File: src/rtl/serial_fa_adder_pkg.sv
// rtl/serial_fa_adder_pkg.sv - shared constants for the bit-serial adder/subtractor
// Purpose: state encoding and operation-select constants used by the
//          serial adder and its full-adder cell.
// Ports:   none (package).
package serial_fa_adder_pkg;

  localparam logic [1:0] ST_IDLE = 2'd0;
  localparam logic [1:0] ST_RUN  = 2'd1;
  localparam logic [1:0] ST_DONE = 2'd2;

  localparam logic OP_ADD = 1'b0;
  localparam logic OP_SUB = 1'b1;

  typedef enum logic [1:0] {
    IDLE = ST_IDLE,
    RUN  = ST_RUN,
    DONE = ST_DONE
  } state_e;

endpackage

File: src/rtl/serial_fa_adder_fa_cell.sv
// rtl/serial_fa_adder_fa_cell.sv - single-bit combinational full adder
// Purpose: one full-adder cell, reused every clock by the serial adder.
// Ports:   x, y, ci - addend bits and carry in
//          s        - sum bit (x ^ y ^ ci)
//          co       - carry out (majority of x, y, ci)
module fa_cell
  import serial_fa_adder_pkg::*;
(
  input  logic x,
  input  logic y,
  input  logic ci,
  output logic s,
  output logic co
);

  assign s  = x ^ y ^ ci;
  assign co = (x & y) | (x & ci) | (y & ci);

endmodule

File: src/rtl/serial_fa_adder.sv
// rtl/serial_fa_adder.sv - bit-serial WIDTH-bit adder/subtractor, LSB first
// Purpose: adds or subtracts two operands one bit per clock through a single
//          full-adder cell and a carry flop, with a start/busy/done handshake
//          and held result registers.
// Ports:   clk, rst_n   - clock, asynchronous active-low reset
//          start        - begin an operation (sampled only in IDLE)
//          sub          - 0 = a+b, 1 = a-b (sampled with start)
//          a, b         - operands (sampled with start)
//          busy         - high while running
//          done         - one-cycle pulse when the result is committed
//          sum          - result, held until the next commit
//          cout         - carry out of MSB (for subtraction 1 = no borrow)
//          ovf          - two's-complement overflow
module serial_fa_adder
  import serial_fa_adder_pkg::*;
#(
  parameter int WIDTH = 8,
  localparam int CNT_W = $clog2(WIDTH)
) (
  input  logic             clk,
  input  logic             rst_n,
  input  logic             start,
  input  logic             sub,
  input  logic [WIDTH-1:0] a,
  input  logic [WIDTH-1:0] b,
  output logic             busy,
  output logic             done,
  output logic [WIDTH-1:0] sum,
  output logic             cout,
  output logic             ovf
);

  state_e             state_q, state_d;
  logic [WIDTH-1:0]   a_sr_q, a_sr_d;
  logic [WIDTH-1:0]   b_sr_q, b_sr_d;
  logic [WIDTH-1:0]   res_sr_q, res_sr_d;
  logic [WIDTH-1:0]   sum_q, sum_d;
  logic [CNT_W-1:0]   cnt_q, cnt_d;
  logic               carry_q, carry_d;
  logic               cout_q, cout_d;
  logic               ovf_q, ovf_d;

  logic fa_s;
  logic fa_c;

  fa_cell u_fa_cell (
    .x  (a_sr_q[0]),
    .y  (b_sr_q[0]),
    .ci (carry_q),
    .s  (fa_s),
    .co (fa_c)
  );

  always_comb begin
    state_d  = state_q;
    a_sr_d   = a_sr_q;
    b_sr_d   = b_sr_q;
    res_sr_d = res_sr_q;
    sum_d    = sum_q;
    cnt_d    = cnt_q;
    carry_d  = carry_q;
    cout_d   = cout_q;
    ovf_d    = ovf_q;

    case (state_q)
      IDLE: begin
        if (start) begin
          a_sr_d  = a;
          // Subtraction is a + ~b + 1: invert b and seed the carry with 1.
          b_sr_d  = (sub == OP_SUB) ? ~b : b;
          carry_d = sub;
          cnt_d   = '0;
          state_d = RUN;
        end
      end
      RUN: begin
        res_sr_d = {fa_s, res_sr_q[WIDTH-1:1]};
        carry_d  = fa_c;
        a_sr_d   = a_sr_q >> 1;
        b_sr_d   = b_sr_q >> 1;
        cnt_d    = cnt_q + 1'b1;
        if (cnt_q == CNT_W'(WIDTH - 1)) begin
          sum_d   = {fa_s, res_sr_q[WIDTH-1:1]};
          cout_d  = fa_c;
          // carry_q is the carry into the MSB on this last bit.
          ovf_d   = carry_q ^ fa_c;
          state_d = DONE;
        end
      end
      DONE: begin
        state_d = IDLE;
      end
      default: begin
        state_d = IDLE;
      end
    endcase
  end

  always_ff @(posedge clk or negedge rst_n) begin
    if (!rst_n) begin
      state_q  <= IDLE;
      a_sr_q   <= '0;
      b_sr_q   <= '0;
      res_sr_q <= '0;
      sum_q    <= '0;
      cnt_q    <= '0;
      carry_q  <= 1'b0;
      cout_q   <= 1'b0;
      ovf_q    <= 1'b0;
    end else begin
      state_q  <= state_d;
      a_sr_q   <= a_sr_d;
      b_sr_q   <= b_sr_d;
      res_sr_q <= res_sr_d;
      sum_q    <= sum_d;
      cnt_q    <= cnt_d;
      carry_q  <= carry_d;
      cout_q   <= cout_d;
      ovf_q    <= ovf_d;
    end
  end

  assign busy = (state_q == RUN);
  assign done = (state_q == DONE);
  assign sum  = sum_q;
  assign cout = cout_q;
  assign ovf  = ovf_q;

endmodule

File: config.mk
export PLATFORM = sky130hd
export DESIGN_NAME = serial_fa_adder
export DESIGN_NICKNAME = d
export VERILOG_FILES = /design/src/rtl/serial_fa_adder_pkg.sv /design/src/rtl/serial_fa_adder_fa_cell.sv /design/src/rtl/serial_fa_adder.sv
export SDC_FILE = /design/constraint.sdc
export NUM_CORES = 1
export LEC_CHECK = 0
export CORE_MARGIN = 1
export CORE_UTILIZATION = 40
export DETAILED_ROUTE_END_ITERATION = 10
export DONT_BUFFER_PORTS = 1
export SLEW_MARGIN = 20
export SYNTH_ARGS = -nofsm -noshare
export SYNTH_HDL_FRONTEND = slang
export SYNTH_SLANG_ARGS = --single-unit
File: constraint.sdc
create_clock -name clk -period 3.66 [get_ports clk]
set_input_delay 1.098 -clock clk [delete_from_list [all_inputs] [get_ports clk]]
set_output_delay 1.098 -clock clk [all_outputs]
set_load 0.02 [all_outputs]
-- Word level (Yosys, flattened, before mapping)
Cells that the tools add are included.
- input bits: 20
- output and inout bits: 12
- logic and storage cells: 41
- register bits: 40
- muxes and demuxes: 12
- equal/unequal tests: 5
- add/sub/neg operators: 1
- bitwise operators: 9
- reduce and logical (&&, ||, !) cells: 5
- operator list (operator ; count):
    one-hot mux 8 bit (2 select lines) ; 2
    2-to-1 mux 8 bit ; 3
    inverter 8 bit ; 1
    one-hot mux 3 bit (2 select lines) ; 1
    AND reduction 2 bit ; 3
    2-to-1 mux 2 bit ; 2
    one-hot mux 2 bit (2 select lines) ; 1
    adder 3 x 1 -> 3 bit, second input constant ; 1
    AND 1 bit ; 3
    equality test 3 bit, second input constant ; 1
    2-to-1 mux 3 bit ; 1
    XOR 1 bit ; 3
    equality test 2 x 1 -> 1 bit, second input constant ; 1
    equality test 2 bit, second input constant ; 1
    zero test 2 bit ; 1
    inequality test 2 x 1 -> 1 bit, second input constant ; 1
    inequality test 2 bit, second input constant ; 1
    bitwise OR 1 bit ; 2
    one-hot mux 1 bit (2 select lines) ; 1
    nonzero test 2 bit ; 1
    2-to-1 mux 1 bit ; 1

-- Logic depth before layout (Yosys ltp)
Gate-level depths: netlist (run 1).
- depth after elaboration: 4
- mapped depth: 6
- depth with buffers taken out: 5

-- Modules after synthesis
From an unflattened synthesis (run 1), not the netlist that was laid out.
- cells, all modules: 147
- area total of the unflattened synthesis: 1778.0 um^2
- modules (own cells, without submodules) (module ; cells an instance ; times used ; seq. area each (um^2) ; area an instance (um^2)):
    serial_fa_adder ; 146 ; 1 ; 975.9 ; 1757.9
    fa_cell ; 1 ; 1 ; 0.0 ; 20.0

-- Worst setup path after synthesis (run 1)
OpenSTA, ideal clock, no wires.
- path kind: reg2out
- start: register state_q[1]
- end: output done
- required time: 2562 ps
- path buffers: 2
- setup slack: 1448 ps
- cell stages (with the launch flop): 4
- data arrival time: 1114 ps
- cells stage by stage: dfrtp_1 buf_4 clkbuf_1 nor2b_1
- longest elaborated chain between the ends: 1
- ends and longest elaborated chain (item ; RTL line ; text):
    from (decl) ; serial_fa_adder.sv:33 ; state_e state_q, state_d;
    from (signal assigned) ; serial_fa_adder.sv:111 ; state_q <= state_d;
    equality test 2 bit ; serial_fa_adder.sv:124 ; assign done = (state_q == DONE);
    to (decl) ; serial_fa_adder.sv:27 ; output logic done,
No other way between the ends.

-- Worst setup path in the final report (run 1)
- start: register state_q[0]
- end: output busy
- longest elaborated chain between the ends: 1
- ends and longest elaborated chain (item ; RTL line ; text):
    equality test 2 x 1 -> 1 bit ; serial_fa_adder.sv:123 ; assign busy = (state_q == RUN);
    to (decl) ; serial_fa_adder.sv:26 ; output logic busy,
No other way between the ends.

==> impl_metrics.py, run 1 <==
metrics = {
    "run_status": {
        "status": "complete, no violations",
    },
    "min_path": {
        "hp-start": "a_sr_q[1]",
        "hold_path_class": "flop to flop",
        "min_path_cells": 2,
        "holdPathEnd": "a_sr_q[1]",
    },
    "sta": {
        "hold_viol_final": 0,
        "maxSlewHeadroom_pct": 42.0,
        "period_minus_slack_ps": 2590,
        "setup_slack_ps": 1070,
        "worst_slew_pin_slew_ps": 868,
        "finClkSkew_ps": 6.93,
        "final-setup-viol-count": 0,
        "fin_crit_sh_pct": 70.8,
        "fin_tns_setup_ps": 0,
        "rsz0062_at_grt": "false",
        "fmax_ghz": 0.386,
        "report.final.slew_viol_count": 0,
    },
    "setup_path": {
        "worstPathCellList": "nor2b_2",
        "r2r-end": "res_sr_q[2]",
        "rrSetupSlack_ps": 1670,
        "cp-start-kind": "flop",
        "cp_data_required_time_ps": 2560,
        "cp_max_fo": 21,
        "slowest_delay_ps": 790,
        "worstSetupEndpointType": "output pin",
        "arrival_ps": 1490,
        "critical_path_buf_inv_count": 0,
        "path_class": "flop to output pin",
        "cp_slowest_cell": "dfrtp_1",
        "worstRegToRegCells": 3,
        "crit_family": "flip-flops",
        "timing.rr.start": "state_q[0]",
    },
    "cts": {
        "worstSkewPairLatency_ps": 280,
        "ctsHoldBuffers": 0,
        "cts_tree": "done",
        "numCtsBuffers": 5,
        "htree_levels": 2,
        "cts_resized": 0,
        "path_clk_slew_ps": 70,
        "cts_buffer_depth": 2,
        "post_cts_buffers": 0,
        "cts-root-buf": "clkbuf_8",
        "cts.sink_count": 39,
    },
    "yosys": {
        "yosysTopAreaCell": "dfrtp_1",
        "avgSynthCellArea_um2": 12.4,
        "synth.net_count": 168,
        "synth-seq-cells": 39,
        "yosys_warnings": 0,
        "synthTopCellsByArea": "dfrtp_1 54%, a22oi_1 6.7%, mux2_2 6.2%",
        "netlist.area_leader.share_pct": 54.1,
        "synth.most_common_cell": "dfrtp_1",
        "syn_inst": 145,
        "synthesis.area_mm2": 0.00180,
        "yosysSeqAreaShare_pct": 54.1,
        "ys_types": 28,
        "ys_async_sr_fraction_pct": 100,
        "yosys-top-cells-count": "39 x dfrtp_1, 16 x a22oi_1, 14 x nand2_1",
        "synth_ff_type": "dfrtp_1",
        "synth_edf_count": 0,
    },
    "finish": {
        "nets": 167,
        "syn2layout_area_growth_pct": 7.07,
        "n_antenna_cell": 0,
        "final_core_util_pct": 44.4,
        "layout-drive-gt1-share_pct": 20.7,
    },
    "placement": {
        "dp_hpwl_um": 2160,
        "pre_cts_ws_ps": 1370,
        "port_buffers": 0,
        "routabilityCongestion": 0.755,
    },
    "floorplan": {
        "pin_count": 32,
        "num_rows": 24,
        "die_w_um": 69.2,
        "die_h_um": 69.2,
        "start_util_pct": 41.4,
        "die-area_mm2": 0.00478,
        "core_mm2": 0.00435,
    },
    "grt": {
        "grt_pass1_wl_um": 5380,
        "grt_remaining_overflow": 0,
        "grt_pass1_vias": 1168,
        "antenna_found_initial": 0,
        "track_usage_pct": 14.2,
        "grt_max_degree": 40,
    },
    "power": {
        "ir_drop_mv": 0.420,
        "power.internal_uw": 1070,
        "p_per_area_mw_per_mm2": 835,
        "power.leakage_uw": 0.000889,
        "p_clk_share_pct": 21.4,
        "p_switching_uw": 540,
        "p_sw_share_pct": 33.5,
        "p_seq_share_pct": 50.5,
        "p_comb_share_pct": 28.0,
    },
    "drt": {
        "wl_um": 3100,
        "dr.pass1.iters": 4,
        "route.detailed.drc": 0,
        "post_drt_wl_per_cell_um": 15.8,
        "drt_iter0_drc": 47,
        "detail_route.vias_per_cell": 5.70,
        "vias": 1123,
        "postRouteAntennaNets": 0,
    },
    "flow_run": {
        "cap_violations": 0,
    },
}
==> cells in the final DEF, fill, tap and decap left out, types with 3 or more instances in the layout <==
cell,instances
nand2_1,14
o21ai_0,10
mux2_4,7
dfrtp_1,39
a22oi_1,16
xnor2_1,3
inv_1,4
nor2b_1,6
clkbuf_8,5
a21oi_1,4
mux2_2,10
xor2_1,6
==> state kept, by name, summed over array words and instances (netlist names) <==
name and flops:
carry_q 1, res_sr_q 7, b_sr_q 8, state_q 2, cout 1, sum 8
a_sr_q 8, cnt_q 3, ovf 1
==> power by group through the flow <==
stage / Clock [µW] / Sequential [µW] / Combinational, µW
after floorplan: 0 / 768 / 432
after global placement: 0 / 813 / 438
after detailed placement: 0 / 824 / 461
after CTS: 359 / 815 / 461
after global routing: 378 / 839 / 506
final: 346 / 815 / 452
==> kinds of logic after synthesis <==
group | after synthesis | synth area share [%]
AOI/OAI and AO/OA | 38 | 14.6
xor gates and xnor gates | 9 | 4.37
adders and majority gates | 3 | 2.50
buffers and inverters | 14 | 4.58
DFF | 39 | 54.1
muxes | 17 | 12.1
and+or+nand+nor | 25 | 7.84
==> per-stage QoR <==
step                total power, µW  hold slack [ps]  cell area, µm²  std cells
floorplan                      1200              450            1800        145
global placement               1250              471            1820        189
detailed placement             1280              475            1820        189
CTS                            1640              488            1930        197
global route                   1720              478            1930        197
finish                         1610              488            1930        197
==> metal layers <==
metal	vias to the layer above	part of all wire, %	global-route usage [%]
met5	-	0	0
met2	34	48	22.9
li1	518	-	-
met3	5	4.5	3.80
met1	566	46	18.2
met4	0	1.1	5.44
==> cell type report <==
class,instances,area [µm²]
Tap cell,52,65.1
Inverter,4,15.0
Multi-Input combinational cell,92,748
Sequential cell,39,976
Timing Repair Buffer,2,15.0
Clock inverter,3,43.8
Fill cell,408,2420
Clock buffer,5,68.8
==> how the worst max path moves through the flow <==
stage	startpoint	slack, ps	end	depth (start not counted)
detailed placement	state_q[0]	1370	busy	1
floorplan	state_q[1]	1450	done	3
global route	state_q[0]	960	busy	1
global placement	state_q[0]	1400	busy	1
CTS	state_q[0]	1060	busy	1
finish	state_q[0]	1070	busy	1
Note: power is estimated with default switching activity, not from simulation.
==> run 2, diff against run 1 <==
==> constraint.sdc (replaced) <==
create_clock -name clk -period 2.1 [get_ports clk]
set_input_delay 0.63 -clock clk [delete_from_list [all_inputs] [get_ports clk]]
set_output_delay 0.63 -clock clk [all_outputs]
set_load 0.02 [all_outputs]
==> run 2 against run 1 <==
Net effect:
- worst setup slack worse by 840 ps
- clock power grew 39%
- final cell count grew 1.0%
- largest power group unchanged
- clock skew is 3.9 ps lower
- sequential power up 73%
- sequential share of layout area rose by 0.43 points
- power up 68%
==> impl_metrics.py, run 2 (synthesis results as in run 1) <==
metrics = {
    "placement": {
        "dp_hpwl_um": 2160,
        "port_buffers": 0,
        "routabilityCongestion": 0.810,
        "pre_cts_ws_ps": 481,
    },
    "floorplan": {
        "start_util_pct": 41.4,
        "die_w_um": 69.2,
        "core_mm2": 0.00435,
        "num_rows": 24,
        "die-area_mm2": 0.00478,
        "pin_count": 32,
        "die_h_um": 69.2,
    },
    "cts": {
        "cts_resized": 0,
        "worstSkewPairLatency_ps": 280,
        "cts.sink_count": 39,
        "cts-root-buf": "clkbuf_8",
        "cts_buffer_depth": 2,
        "post_cts_buffers": 0,
        "ctsHoldBuffers": 0,
        "htree_levels": 2,
        "numCtsBuffers": 5,
        "path_clk_slew_ps": 70,
        "cts_tree": "done",
    },
    "power": {
        "p_per_area_mw_per_mm2": 1420,
        "ir_drop_mv": 0.535,
        "power.leakage_uw": 0.000883,
        "finalPower_uw": 2710,
    },
    "setup_path": {
        "cp_slowest_cell": "dfrtp_1",
        "cp.depth": 1,
        "cp_data_required_time_ps": 1470,
        "worstPathCellList": "nor2b_1",
        "critical_path_buf_inv_count": 0,
        "crit_family": "flip-flops",
        "worstSetupEndpointType": "output pin",
        "arrival_ps": 1240,
        "cp_max_fo": 10,
        "path_class": "flop to output pin",
        "cp-start-kind": "flop",
        "worstRegToRegCells": 3,
        "slowest_delay_ps": 530,
    },
    "grt": {
        "grt_pass1_wl_um": 5600,
        "grt_pass1_vias": 1108,
        "grt_util_met1_pct": 21.4,
        "track_usage_pct": 15.1,
        "antenna_found_initial": 0,
        "use_met3_pct": 5.99,
        "use_met2_pct": 20.8,
        "top_usage_layer": "met1",
        "grt_max_degree": 40,
        "grt_remaining_overflow": 0,
    },
    "sta": {
        "report.final.slew_viol_count": 0,
        "setup_slack_ps": 227,
        "whs_ps": 29.9,
        "hold_viol_final": 0,
        "maxSlewHeadroom_pct": 71.5,
        "period_minus_slack_ps": 1870,
        "final-setup-viol-count": 0,
        "finClkSkew_ps": 3.04,
        "fin_tns_setup_ps": 0,
        "fin_crit_sh_pct": 89.2,
        "rsz0062_at_grt": "false",
        "fmax_ghz": 0.534,
        "worst_slew_pin_slew_ps": 426,
    },
    "finish": {
        "fill_cells": 394,
        "n_antenna_cell": 0,
        "nets": 169,
        "layout-drive-gt1-share_pct": 20.4,
        "layout_common_cells": "39 x dfrtp_1, 16 x a22oi_1, 14 x nand2_1",
        "syn2layout_area_growth_pct": 6.17,
        "final_common_cell": "dfrtp_1",
    },
    "drt": {
        "postRouteAntennaNets": 0,
        "vias": 1078,
        "detail_route.vias_per_cell": 5.42,
        "post_drt_wl_per_cell_um": 16.4,
        "drt_iter0_drc": 54,
        "wl_um": 3260,
        "dr.pass1.iters": 4,
        "route.detailed.drc": 0,
    },
    "flow_run": {
        "cap_violations": 0,
    },
    "min_path": {
        "hold_path_class": "input port to asynchronous set/reset pin",
    },
    "run_status": {
        "status": "complete, no violations",
    },
}
[run 2: changes by cell type in the layout (fill, tap and decap cells not counted)]
cell,change
clkbuf_1,+2
clkinv_4,-1
bufinv_16,-1
buf_4,+2
[run 2: worst paths after layout]
check / startpoint / end / slack (ps)
setup / recovery: state_q[1] / done / 230
hold / removal: rst_n / ovf / 30
setup reg to reg: state_q[0] / res_sr_q[2] / 470
hold reg to reg: a_sr_q[1] / a_sr_q[1] / 480
max in group asynchronous: rst_n / sum[3] / 1970
min in group clk: a_sr_q[1] / a_sr_q[1] / 480
[run 2: report_power, final]
group          leakage [µW]  switching (µW)  internal (µW)
sequential         0.000498             339           1070
combinational      0.000342             360            468
clock             0.0000422             247            233
total              0.000883             945           1770
[run 2: per-stage QoR]
step                utilization, %  instance area (µm²)  std cells
finish                        44.0                 1920        199
global route                  44.0                 1920        199
CTS                           44.0                 1920        199
detailed placement            42.1                 1830        191
global placement              42.1                 1830        191
floorplan                        -                 1800        145
[run 2: layer usage]
| metal | vias up | routed length, µm |
|---|---|---|
| met5 | - | 0 |
| met4 | 0 | 34 |
| met3 | 5 | 160 |
| met2 | 28 | 1380 |
| met1 | 528 | 1680 |
| li1 | 517 | - |
[run 2: area by class of cell]
class / count / area (µm²) / share of cell area, %
clock buffer: 7 / 76.3 / 3.98
clock inverter: 1 / 5.00 / 0.261
inverter: 4 / 15.0 / 0.784
multi-input combinational: 92 / 748 / 39.1
sequential: 39 / 976 / 50.9
tap: 52 / 65.1 / 3.40
timing repair buffer: 4 / 30.0 / 1.57
